===== src/rtl/prog_sequencer.sv =====
// -----------------------------------------------------------------------------
// prog_sequencer
//
// Run-control and program store for the 4-bit CPU core.
//
// Owns the 16x8 program RAM that feeds the core's instruction fetch, fills it
// from a byte-wide loader stream, and paces core execution through a one-cycle
// clock-enable: free-run at a programmable period, single-step while halted,
// and halt on an instruction-address breakpoint.
//
// Ports
//   clk          system clock
//   n_reset      synchronous, active-low reset
//   load_start   one-cycle pulse: enter LOAD (also restarts an ongoing load)
//   load_valid   loader byte valid
//   load_data    loader byte (instruction)
//   load_ready   registered: a loader byte is accepted this cycle
//   load_done    registered one-cycle pulse after the 16th byte is written
//   run          level: 1 = free-run, 0 = halt
//   step         one-cycle pulse: execute one instruction while halted
//   div          run period minus 1, in clk cycles
//   bp_en        breakpoint enable
//   bp_addr      breakpoint instruction address
//   cpu_addr     fetch address from the CPU core
//   cpu_data     combinational: ram[cpu_addr]
//   cpu_ce       registered CPU register-update enable (single-cycle pulses)
//   cpu_n_reset  registered CPU reset, active-low (held low during LOAD)
//   bp_hit       registered, sticky: last halt was caused by the breakpoint
//   state        registered: 0 = IDLE, 1 = RUN, 2 = LOAD
// -----------------------------------------------------------------------------
module prog_sequencer #(
    parameter int DIV_W = 24
) (
    input  logic             clk,
    input  logic             n_reset,
    input  logic             load_start,
    input  logic             load_valid,
    input  logic [7:0]       load_data,
    output logic             load_ready,
    output logic             load_done,
    input  logic             run,
    input  logic             step,
    input  logic [DIV_W-1:0] div,
    input  logic             bp_en,
    input  logic [3:0]       bp_addr,
    input  logic [3:0]       cpu_addr,
    output logic [7:0]       cpu_data,
    output logic             cpu_ce,
    output logic             cpu_n_reset,
    output logic             bp_hit,
    output logic [1:0]       state
);

    typedef enum logic [1:0] {
        ST_IDLE = 2'd0,
        ST_RUN  = 2'd1,
        ST_LOAD = 2'd2
    } state_e;

    // -------------------------------------------------------------------------
    // State
    // -------------------------------------------------------------------------
    state_e           state_q,       state_d;
    logic [DIV_W-1:0] cnt_q,         cnt_d;        // cycles left until next slot
    logic [3:0]       wptr_q,        wptr_d;       // next RAM word to load
    logic             exempt_q,      exempt_d;     // first slot after RUN entry
    logic             cpu_ce_q,      cpu_ce_d;
    logic             cpu_n_reset_q, cpu_n_reset_d;
    logic             load_ready_q,  load_ready_d;
    logic             load_done_q,   load_done_d;
    logic             bp_hit_q,      bp_hit_d;

    logic [7:0]       ram_q [16];
    logic             ram_we;

    logic             slot;       // enable slot reached this cycle
    logic             bp_match;   // breakpoint armed and fetch address matches
    logic             byte_take;  // loader handshake completes this cycle

    assign slot      = (cnt_q == '0);
    assign bp_match  = bp_en && (cpu_addr == bp_addr) && !exempt_q;
    assign byte_take = load_valid && load_ready_q;

    // -------------------------------------------------------------------------
    // Next-state logic
    // -------------------------------------------------------------------------
    always_comb begin
        // NOTE: every _d gets its hold/idle value first, so no branch can
        // leave a signal unassigned and infer a latch.
        state_d     = state_q;
        cnt_d       = cnt_q;
        wptr_d      = wptr_q;
        exempt_d    = exempt_q;
        bp_hit_d    = bp_hit_q;
        cpu_ce_d    = 1'b0;
        load_done_d = 1'b0;
        ram_we      = 1'b0;

        case (state_q)
            ST_IDLE: begin
                // load_start beats a run transition, which beats step.
                if (load_start) begin
                    state_d  = ST_LOAD;
                    wptr_d   = '0;
                    bp_hit_d = 1'b0;
                end else if (run) begin
                    state_d  = ST_RUN;
                    cnt_d    = div;
                    exempt_d = 1'b1;
                    bp_hit_d = 1'b0;
                end else if (step) begin
                    // Single step never consults the breakpoint.
                    cpu_ce_d = 1'b1;
                end
            end

            ST_RUN: begin
                if (load_start) begin
                    state_d  = ST_LOAD;
                    wptr_d   = '0;
                    bp_hit_d = 1'b0;
                end else if (!run) begin
                    state_d = ST_IDLE;
                    cnt_d   = '0;
                end else if (slot) begin
                    // div is resampled at every reload so a rate change takes
                    // effect from the next period without leaving RUN.
                    cnt_d = div;
                    if (bp_match) begin
                        // Halt before the instruction at bp_addr executes.
                        bp_hit_d = 1'b1;
                        state_d  = ST_IDLE;
                    end else begin
                        // Exempting the first slot lets a resume from the
                        // breakpoint address step past it.
                        cpu_ce_d = 1'b1;
                        exempt_d = 1'b0;
                    end
                end else begin
                    cnt_d = cnt_q - DIV_W'(1);
                end
            end

            ST_LOAD: begin
                // run and step are ignored while loading.
                if (load_start) begin
                    wptr_d = '0;
                end else if (byte_take) begin
                    ram_we = 1'b1;
                    wptr_d = wptr_q + 4'd1;
                    if (wptr_q == 4'd15) begin
                        load_done_d = 1'b1;
                        state_d     = ST_IDLE;
                    end
                end
            end

            default: begin
                state_d = ST_IDLE;
            end
        endcase

        // The core is held in reset and the loader is open for exactly the
        // cycles spent in LOAD; deriving both from state_d keeps them aligned
        // with the registered state.
        cpu_n_reset_d = (state_d != ST_LOAD);
        load_ready_d  = (state_d == ST_LOAD);
    end

    // -------------------------------------------------------------------------
    // Control registers
    // -------------------------------------------------------------------------
    // NOTE: sequential state is written with non-blocking assignments so every
    // flop samples pre-edge values regardless of statement order.
    always_ff @(posedge clk) begin
        if (!n_reset) begin
            state_q       <= ST_IDLE;
            cnt_q         <= '0;
            wptr_q        <= '0;
            exempt_q      <= 1'b0;
            cpu_ce_q      <= 1'b0;
            cpu_n_reset_q <= 1'b0;
            load_ready_q  <= 1'b0;
            load_done_q   <= 1'b0;
            bp_hit_q      <= 1'b0;
        end else begin
            state_q       <= state_d;
            cnt_q         <= cnt_d;
            wptr_q        <= wptr_d;
            exempt_q      <= exempt_d;
            cpu_ce_q      <= cpu_ce_d;
            cpu_n_reset_q <= cpu_n_reset_d;
            load_ready_q  <= load_ready_d;
            load_done_q   <= load_done_d;
            bp_hit_q      <= bp_hit_d;
        end
    end

    // -------------------------------------------------------------------------
    // Program RAM
    // -------------------------------------------------------------------------
    // NOTE: the array has no reset branch on purpose: the program must survive
    // a reset, and a resettable array would also block RAM inference.
    always_ff @(posedge clk) begin
        if (n_reset && ram_we) begin
            ram_q[wptr_q] <= load_data;
        end
    end

    // Asynchronous read keeps the fetch path single-cycle for the core.
    assign cpu_data = ram_q[cpu_addr];

    // -------------------------------------------------------------------------
    // Outputs
    // -------------------------------------------------------------------------
    assign state       = state_q;
    assign cpu_ce      = cpu_ce_q;
    assign cpu_n_reset = cpu_n_reset_q;
    assign load_ready  = load_ready_q;
    assign load_done   = load_done_q;
    assign bp_hit      = bp_hit_q;

endmodule


===== config.mk =====
export PLATFORM = sky130hd
export DESIGN_NAME = prog_sequencer
export DESIGN_NICKNAME = d
export VERILOG_FILES = /design/src/rtl/prog_sequencer.sv
export SDC_FILE = /design/constraint.sdc
export NUM_CORES = 1
export LEC_CHECK = 0
export ABC_CLOCK_PERIOD_IN_PS = 7200
export CAP_MARGIN = 20
export CORE_ASPECT_RATIO = 0.5
export CORE_MARGIN = 2
export CORE_UTILIZATION = 30
export CTS_CLUSTER_DIAMETER = 100
export DETAILED_ROUTE_END_ITERATION = 7
export DONT_BUFFER_PORTS = 1
export PLACE_DENSITY = 0.41
export SLEW_MARGIN = 20
export SYNTH_ARGS = -nofsm -noshare
export SYNTH_HDL_FRONTEND = slang
export SYNTH_SLANG_ARGS = --single-unit

===== constraint.sdc =====
create_clock -name clk -period 7.2 [get_ports clk]
set_clock_uncertainty 0.15 [all_clocks]
set_input_delay 1.44 -clock clk [delete_from_list [all_inputs] [get_ports clk]]
set_output_delay 1.44 -clock clk [all_outputs]
set_load 0.01 [all_outputs]

==> results of run 1 <==
## routing by layer
| layer | vias to the layer above | track usage, % |
|---|---|---|
| met3 | 15 | 4.54 |
| met4 | 0 | 5.45 |
| li1 | 1930 | - |
| met5 | - | 0 |
| met2 | 97 | 23.0 |
| met1 | 2130 | 20.5 |
## logic make-up (layout without fill, tap and decap cells)
kind of cell,Yosys count,after routing
flip-flops,164,164
adder cells (fa/ha/maj),5,5
multiplexers,48,48
AO/OA/AOI/OAI,83,83
XOR/XNOR,6,6
buffers and inverters,38,58
AND/OR/NAND/NOR,135,135
## worst paths after layout
path,from,end,depth (start not counted)
setup / recovery,cpu_addr[0],cpu_data[6],2
hold / removal,exempt_q$_SDFFE_PN0P_,exempt_q$_SDFFE_PN0P_,2
setup reg to reg,state[1]$_SDFF_PN0_,ram_q[2][1]$_DFFE_PP_,5
hold reg to reg,exempt_q$_SDFFE_PN0P_,exempt_q$_SDFFE_PN0P_,2
## tightest hold or removal path, cell delays in order, from the launching register on
cell and delay (ps):
dfxtp_1 310, nand2_1 50, o21ai_0 60
## Yosys cell counts (3+ instances only)
library cell	number	area, um2
o21ai_1	3	15.0
and2_1	5	31.3
nand3_1	9	45.0
and3_1	6	37.5
nand2_1	29	109
edfxtp_1	128	3840
dfxtp_1	36	721
mux2i_1	8	80.1
a31oi_1	3	18.8
inv_1	14	52.6
o31ai_1	3	22.5
clkbuf_1	17	63.8
a21boi_0	3	22.5
mux4_2	40	901
buf_2	5	25.0
nor4_1	6	37.5
a221o_1	5	50.1
o21ai_0	21	105
nor4b_1	3	26.3
a22o_1	10	87.6
a21oi_1	10	50.1
o41ai_1	3	26.3
nor3_1	18	90.1
or3_1	5	31.3
ha_1	5	62.6
xnor2_1	4	35.0
o22ai_1	5	31.3
or4_1	3	22.5
nor2_1	32	120
## state kept, by name, summed over array words and instances (netlist names)
| signal | cells |
|---|---|
| state | 2 |
| ram_q | 128 |
| cnt_q | 24 |
| load_ready | 1 |
| wptr_q | 4 |
| exempt_q | 1 |
| cpu_ce | 1 |
| load_done | 1 |
| bp_hit | 1 |
| cpu_n_reset | 1 |
## power by group
part | internal [uW] | switching (uW) | total [uW]
Clock | 517 | 393 | 909
Sequential | 1030 | 13.8 | 1040
Combinational | 70.8 | 89.0 | 160
## area by class of cell
cell class | instances | area, um2 | area share, %
tap | 307 | 384 | 4.75
timing repair buffer | 12 | 93.8 | 1.16
multi-input combinational | 277 | 2410 | 29.9
inverter | 14 | 52.6 | 0.650
clock buffer | 19 | 433 | 5.35
clock inverter | 13 | 145 | 1.79
sequential | 164 | 4560 | 56.4
## cells in the final DEF (no fill, tap or decap), types with 4 or more instances in the layout
master and count:
edfxtp_1 128, mux4_2 40, dfxtp_1 36, nor2_1 31, nand2_1 29, o21ai_0 21
nor3_1 18, clkbuf_16 17, inv_1 14, buf_4 11, a22o_1 10, a21oi_1 10
nand3_1 9, mux2i_1 8, nor4_1 6, and3_1 6, inv_6 6, or3_1 5
and2_1 5, o22ai_1 5, a221o_1 5, ha_1 5, xnor2_1 4
## stage by stage
stage	cell area (um2)	hold slack, ps	setup slack [ps]	power, uW	cells
after floorplan	7130	286	2550	1200	479
after global placement	7500	311	3140	1220	773
after detailed placement	7510	317	3130	1220	774
after CTS	8090	327	3130	2130	806
after global routing	8090	346	3110	2190	806
final	8090	318	3130	2110	806
==> summary.txt, run 1 <==
Route
  – Antenna Violating Nets Remaining: 0
  – Via-to-Cell Ratio: 5.18
  – Vias: 4172
  – Met2 Wirelength: 8250 um
  – Drc violations: 0
  – Total routed wirelength: 17900 um
  – WL/cell: 22.2 um
  – Top sig layer: met4
  – M1 wire length: 8450 um
  – Drt first pass iters: 4
  – Wire length on met3: 951 um
  – 1st-iter DRT viols: 464

Critical path
  – Crit path buffers/inverters: 0
  – Critical path's slowest cell: mux4_2
  – CP arrival: 2480 ps
  – Worst Setup Start Kind: primary input
  – Worst Setup Path Type: in2out
  – Critical path cell sequence: mux4_2, mux4_2
  – Critical Path End Type: output port
  – Cell family with most CP delay: multiplexers
  – FF-to-FF setup slack: 4050 ps
  – Critical path peak fanout: 34
  – Crit-path max cell delay: 550 ps
  – WP data required: 5610 ps
  – CP dominant cell by count: mux4_2

Pwr
  – Leak: 0.00263 uW
  – Pwr/cell area: 261 nW/um2
  – Peak VDD IR: 0.134 mV

Global route
  – Largest net degree at the start of global routing: 35
  – GRT Overall Usage: 15.1%
  – Antenna violations before repair: 0
  – First-pass GRT wire length: 27300 um
  – Grt ovf: 0
  – Vias in the first global route: 4161

Outcome
  – Status: complete, no violations

Floorplan
  – Die area: 25100 um2
  – Core ar.: 23100 um2
  – I/O Pins: 62
  – Num rows: 39
  – Die Span X: 222 um
  – Starting Density: 30.9%
  – Chip Height: 113 um

Clocking
  – CTS sink count: 164
  – H-tree Lvls: 4
  – CTS tree: done
  – Clock transition at path regs: 70 ps
  – Number of buffers created by CTS: 17
  – Post-CTS Setup Bufs: 0
  – CTS max path bufs: 2
  – Root buf cell: clkbuf_16
  – CTS resizes: 0
  – Skew-Pair Late Insertion Delay: 440 ps
  – Hold buffer count at CTS: 0

Synthesis
  – Mapped cell area: 7130 um2
  – Sequential element share of the synthesized area: 64.1%
  – EDFF count, synth: 128
  – Synth cell types: 64
  – Mapped Cells: 479
  – Post-Syn Nets: 531
  – Mean Syn Cell Area: 14.9 um2
  – XOR/XNOR Fraction of Synth Area: 0.737%
  – Main combinational cell family by area after synthesis: multiplexers
  – Complex-gate fraction of the synthesized area: 8.32%
  – Synthesis-stage register bit count: 164
  – Asr flop ratio synth: 0%
  – Mux share of post-synthesis cell area: 13.8%
  – Adder-cell share of the synthesized area: 0.878%
  – Top FF cell, synth: edfxtp_1
  – Yosys Warn Count: 0
  – Post-Synth Simple-Gate Area: 10.1%

Flow run
  – Max cap viols: 0

Timing
  – Slew Limit Fails: 0
  – Fmax: 0.246 GHz
  – RSZ-0062 raised after global routing: no
  – Slew headroom: 27.4%
  – Final setup fails: 0
  – Final hold vios: 0
  – Slew @ Worst Pin: 1080 ps
  – Final period utilization: 56.6%
  – Period minus WS final: 4070 ps
  – Setup TNS Final: 0 ps

Place
  – PortBufs: 0
  – DP Wirelength: 11800 um
  – Routability-driven placement congestion ratio: 0.782

Min path
  – Hold WC Path Type: reg2reg

Layout
  – Final #Nets: 538
  – Antenna diodes: 0
  – Final Util: 35.0%
  – Fillers: 2203
  – Area growth syn-to-layout: 13.5%
  – Share of cells above drive strength 1: 18.8%
Power figures use the tool's default switching activity.
==> run 2, diff against run 1 <==
ABC_CLOCK_PERIOD_IN_PS = 4100   (was 7200)
clock period = 4.1 ns   (was 7.2 ns; I/O delays follow)
==> summary.txt, run 2 (synthesized netlist as in run 1, its figures left out) <==
Global route
  – GRT Overall Usage: 15.0% (-0.10 points)
  – Grt ovf: 0 (unchanged)
  – First-pass GRT wire length: 27400 um (+0.51%)
  – Largest net degree at the start of global routing: 35 (unchanged)
  – Vias in the first global route: 4421 (+6.2%)
  – Antenna violations before repair: 0 (unchanged)

Timing
  – Fmax: 0.349 GHz
  – Slew headroom: 43.9% (+16 points)
  – Slew Limit Fails: 0 (unchanged)
  – Slew @ Worst Pin: 838 ps (-246 ps)
  – Final setup fails: 0 (unchanged)
  – Setup TNS Final: 0 ps (unchanged)
  – Period minus WS final: 2860 ps
  – Final hold vios: 0 (unchanged)
  – Final period utilization: 69.8%
  – RSZ-0062 raised after global routing: no

Layout
  – Area growth syn-to-layout: 14.4%
  – Fillers: 2209 (+0.27%)
  – Max reg flops: 128 (unchanged)
  – Multi-input gate area: 2410 um2 (-0.10%)
  – Share of cells above drive strength 1: 19.5% (+0.68 points)
  – Biggest regs: ram_q x128, cnt_q x24, wptr_q x4
  – Commonest non-fill, non-tap cell in the layout: edfxtp_1
  – Antenna diodes: 0 (unchanged)
  – Register with the most flip-flops: ram_q
  – Most frequent cells in the layout: edfxtp_1 (128), mux4_2 (40), dfxtp_1 (36), nor2_1 (32), nand2_1 (29)
  – Final #Nets: 541 (+0.56%)
  – Seq. cell area: 4560 um2 (unchanged)
  – Final Cell Area: 8150 um2 (+0.79%)

Place
  – Dpl cell area: 7530 um2 (+0.22%)
  – DP Wirelength: 11500 um (-2.5%)
  – PortBufs: 0 (unchanged)
  – Routability-driven placement congestion ratio: 0.775 (-0.89%)

Floorplan
  – Num rows: 39 (unchanged)
  – Core ar.: 23100 um2 (unchanged)
  – I/O Pins: 62 (unchanged)
  – Die area: 25100 um2 (unchanged)
  – Die Span X: 222 um (unchanged)
  – Starting Density: 30.9% (unchanged)
  – Chip Height: 113 um (unchanged)

Critical path
  – Critical path's slowest cell: mux4_2
  – WP data required: 3130 ps (-2480 ps)
  – Critical path cell sequence: mux4_2, mux4_2
  – Crit-path max cell delay: 530 ps (-20 ps)
  – FF-to-FF path depth: 4 (-1)
  – Crit path depth: 2 (unchanged)
  – Crit path buffers/inverters: 0 (unchanged)
  – Critical path peak fanout: 34 (unchanged)
  – Worst Setup Path Type: in2out
  – CP dominant cell by count: mux4_2
  – Cell family with most CP delay: multiplexers
  – CP arrival: 1890 ps (-590 ps)
  – Worst Setup Start Kind: primary input
  – Critical Path End Type: output port

Route
  – Drc violations: 0 (unchanged)
  – WL/cell: 21.9 um (-1.1%)
  – Vias: 4171 (-0.024%)
  – 1st-iter DRT viols: 344 (-26%)
  – Via-to-Cell Ratio: 5.16 (-0.39%)
  – Total routed wirelength: 17700 um (-0.74%)
  – Antenna Violating Nets Remaining: 0 (unchanged)
  – Drt first pass iters: 4 (unchanged)

Pwr
  – Peak VDD IR: 0.242 mV (+81%)
  – Pwr/cell area: 470 nW/um2 (+80%)
  – Leak: 0.00267 uW (+1.6%)

Clocking
  – Number of buffers created by CTS: 17 (unchanged)
  – Post-CTS Setup Bufs: 0 (unchanged)
  – Root buf cell: clkbuf_16
  – CTS resizes: 0 (unchanged)
  – CTS tree: done
  – CTS sink count: 164 (unchanged)
  – CTS max path bufs: 2 (unchanged)
  – Hold buffer count at CTS: 0 (unchanged)
  – Skew-Pair Late Insertion Delay: 430 ps (about the same)
  – Clock transition at path regs: 70 ps (about the same)
  – H-tree Lvls: 4 (unchanged)

Min path
  – Hold Crit Depth: 2 (unchanged)
  – Hold WC Path Type: reg2reg

Outcome
  – Status: complete, no violations

Flow run
  – Max cap viols: 0 (unchanged)
==> run 2: through the flow <==
| stage | setup WS [ps] | power, uW | utilization (%) | instances | hold WS (ps) |
|---|---|---|---|---|---|
| global route | 933 | 3980 | 35.3 | 809 | 303 |
| finish | 1240 | 3830 | 35.3 | 809 | 311 |
| global placement | 976 | 2150 | 32.6 | 777 | 312 |
| CTS | 1150 | 3880 | 35.3 | 809 | 312 |
| detailed placement | 997 | 2150 | 32.6 | 777 | 306 |
| floorplan | 690 | 2100 | - | 479 | 286 |
==> run 2: worst register-to-register path, stage by stage, from the launching register on <==
cell and delay (ps):
dfxtp_1 570, nand3_1 160, nor4b_1 680, nand2_1 240
nor2_1 690
==> run 2: path summary, 6_finish.rpt <==
kind / from / end / slack, ps
max: cpu_addr[0] / cpu_data[5] / 1240
min: exempt_q$_SDFFE_PN0P_ / exempt_q$_SDFFE_PN0P_ / 310
max reg2reg: state[1]$_SDFF_PN0_ / ram_q[6][2]$_DFFE_PP_ / 1240
min reg2reg: exempt_q$_SDFFE_PN0P_ / exempt_q$_SDFFE_PN0P_ / 310
==> run 2: where the power goes <==
part	internal, uW	switching, uW
combinational	125	158
clock	1030	688
sequential	1810	24.1
==> run 2: layout make-up <==
| class | count | share of cell area (%) |
|---|---|---|
| clock buffers | 18 | 5.26 |
| clock inverters | 14 | 2.41 |
| inverters | 14 | 0.645 |
| multi-input cells | 277 | 29.6 |
| flip-flops and latches | 164 | 56.0 |
| well taps | 307 | 4.71 |
| repair buffers | 15 | 1.38 |
==> run 2: per-layer routing <==
| metal | share of wire (%) | global-route usage [%] | up-vias | wire, um |
|---|---|---|---|---|
| met5 | 0 | 0 | - | 0 |
| met4 | 0.47 | 4.05 | 0 | 83 |
| met3 | 5.7 | 5.04 | 6 | 1010 |
| met2 | 49 | 24.8 | 67 | 8620 |
| met1 | 45 | 18.9 | 2169 | 8020 |
| li1 | - | - | 1929 | - |
==> run 3, diff against run 2 <==
ABC_CLOCK_PERIOD_IN_PS = 2400   (was 4100)
PLACE_DENSITY = 0.42   (was 0.41)
clock period = 2.4 ns   (was 4.1 ns; I/O delays follow)
==> summary.txt, run 3 (synthesized netlist as in run 1, its figures left out) <==
Layout
  – Final Cell Area: 8410 um2 (+3.2%)
  – Fillers: 2215 (+0.27%)
  – Share of cells above drive strength 1: 24.9% (+5.3 points)
  – Antenna diodes: 0 (unchanged)
  – Biggest regs: ram_q x128, cnt_q x24, wptr_q x4
  – Max reg flops: 128 (unchanged)
  – Register with the most flip-flops: ram_q
  – Most frequent cells in the layout: edfxtp_1 (128), buf_4 (48), mux4_2 (40), dfxtp_1 (35), nor2_1 (32)
  – Commonest non-fill, non-tap cell in the layout: edfxtp_1
  – Final #Nets: 583 (+7.8%)
  – Area growth syn-to-layout: 18.0%
  – Final Instance Count excl. Fillers: 850 (+5.1%)

Timing
  – Final setup fails: 8 (+8)
  – RSZ-0062 raised after global routing: yes
  – Final period utilization: 103%
  – Final hold vios: 0 (unchanged)
  – Period minus WS final: 2480 ps
  – Setup ws final: -75.4 ps (-1310 ps)
  – Slew @ Worst Pin: 615 ps (-223 ps)
  – Slew headroom: 58.6% (+15 points)
  – Fmax: 0.404 GHz
  – Slew Limit Fails: 0 (unchanged)

Place
  – Dpl cell area: 7780 um2 (+3.3%)
  – DP Wirelength: 12400 um (+7.4%)
  – PortBufs: 0 (unchanged)
  – Placed instance count: 809 (+4.1%)
  – Worst slack at placement: 22.9 ps (-974 ps)
  – Routability-driven placement congestion ratio: 0.796 (+2.6%)

Route
  – Drt first pass iters: 5 (+1)
  – 1st-iter DRT viols: 304 (-12%)
  – Drc violations: 0 (unchanged)
  – WL/cell: 21.0 um (-4.3%)
  – Antenna Violating Nets Remaining: 0 (unchanged)
  – Via-to-Cell Ratio: 5.08 (-1.5%)
  – Total routed wirelength: 17800 um (+0.54%)
  – Vias: 4315 (+3.5%)

Min path
  – Worst Min Path Start: n_reset
  – Hold WC Path Type: in2reg

Global route
  – Largest net degree at the start of global routing: 35 (unchanged)
  – Vias in the first global route: 4560 (+3.1%)
  – GRT Overall Usage: 14.9% (-0.025 points)
  – Antenna violations before repair: 0 (unchanged)
  – Grt ovf: 0 (unchanged)
  – First-pass GRT wire length: 27700 um (+1.2%)

Critical path
  – CP startpoint: ram_q[4][6]$_DFFE_PP_
  – WP data required: 1770 ps (-1360 ps)
  – Critical path cell sequence: mux4_2, mux4_2
  – Cell family with most CP delay: multiplexers
  – Worst Setup Path Type: reg2out
  – CP dominant cell by count: mux4_2
  – Crit-path max cell delay: 530 ps (about the same)
  – Crit path buffers/inverters: 0 (unchanged)
  – Critical path's slowest cell: mux4_2
  – CP arrival: 1850 ps (-40 ps)
  – Worst Setup Start Kind: register
  – Critical path peak fanout: 1 (-97%)
  – Critical Path End Type: output port
  – RR Startpoint: cnt_q[19]$_SDFFE_PN0P_

Flow run
  – Max cap viols: 0 (unchanged)

Clocking
  – Skew-Pair Late Insertion Delay: 420 ps (about the same)
  – CTS max path bufs: 2 (unchanged)
  – CTS sink count: 164 (unchanged)
  – CTS tree: done
  – Clock transition at path regs: 70 ps (about the same)
  – Number of buffers created by CTS: 17 (unchanged)
  – Root buf cell: clkbuf_16
  – H-tree Lvls: 4 (unchanged)

Floorplan
  – I/O Pins: 62 (unchanged)
  – Die area: 25100 um2 (unchanged)
  – Chip Height: 113 um (unchanged)
  – Die Span X: 222 um (unchanged)
  – Starting Density: 30.9% (unchanged)
  – Num rows: 39 (unchanged)
  – Core ar.: 23100 um2 (unchanged)

Pwr
  – Peak VDD IR: 0.507 mV (+110%)
  – Leak: 0.00283 uW (+6.0%)
  – Pwr/cell area: 733 nW/um2 (+56%)
  – Power Total: 6160 uW (+61%)

Outcome
  – Status: complete, but fails checks
  – Failing checks: negative setup slack
==> run 3: changes by cell type in the layout (fill, tap and decap cells not counted), moves of 2 or more <==
cell	previous run	this run
buf_4	15	48
bufinv_16	4	0
clkinvlp_4	1	3
dlygate4sd3_1	0	9
inv_6	2	4
inv_8	2	0
nor3_1	18	16
==> run 3: where the power goes <==
part	switching, uW	internal (uW)
clock network	1110	1320
logic	331	280
registers	35.7	3090
==> run 3: metrics by stage <==
stage / utilization [%] / setup TNS, ps / hold slack (ps)
after floorplan: - / -2700 / 286
after global placement: 33.7 / 0 / 308
after detailed placement: 33.7 / 0 / 314
after CTS: 36.3 / -753 / 3.46
after global routing: 36.4 / -925 / 10.3
final: 36.4 / -440 / 23.4
==> run 3: layer usage <==
| layer | vias up | global-route usage (%) | wire length (um) |
|---|---|---|---|
| met1 | 2212 | 19.5 | 8240 |
| li1 | 2021 | - | - |
| met5 | - | 0 | 0 |
| met4 | 0 | 3.74 | 144 |
| met2 | 71 | 24.3 | 8520 |
| met3 | 11 | 4.88 | 919 |
==> run 3: what timing repair did <==
action	CTS	global route
pin swaps	0	1
setup buffers	0	1
setup endpoints to repair	9	116
endpoints found under the hold margin	129	0
hold buffers	9	0
resized for setup	1	5
==> run 3: worst paths after layout <==
path                                              end  slack, ps  depth (start not counted)
worst max-delay path                      cpu_data[6]        -80                          2
worst min register to register  exempt_q$_SDFFE_PN0P_        320                          2
worst max register to register  cnt_q[5]$_SDFFE_PN0P_         70                          5
worst min-delay path            exempt_q$_SDFFE_PN0P_         20                          2
==> run 3: layout make-up <==
type	instances	area [um2]	share of cell area (%)
Multi-Input combinational cell	277	2440	29.1
Sequential cell	164	4570	54.3
Timing Repair Buffer	57	450	5.36
Inverter	14	52.6	0.625
Clock buffer	19	433	5.15
Clock inverter	12	81.3	0.967
Tap cell	307	384	4.57
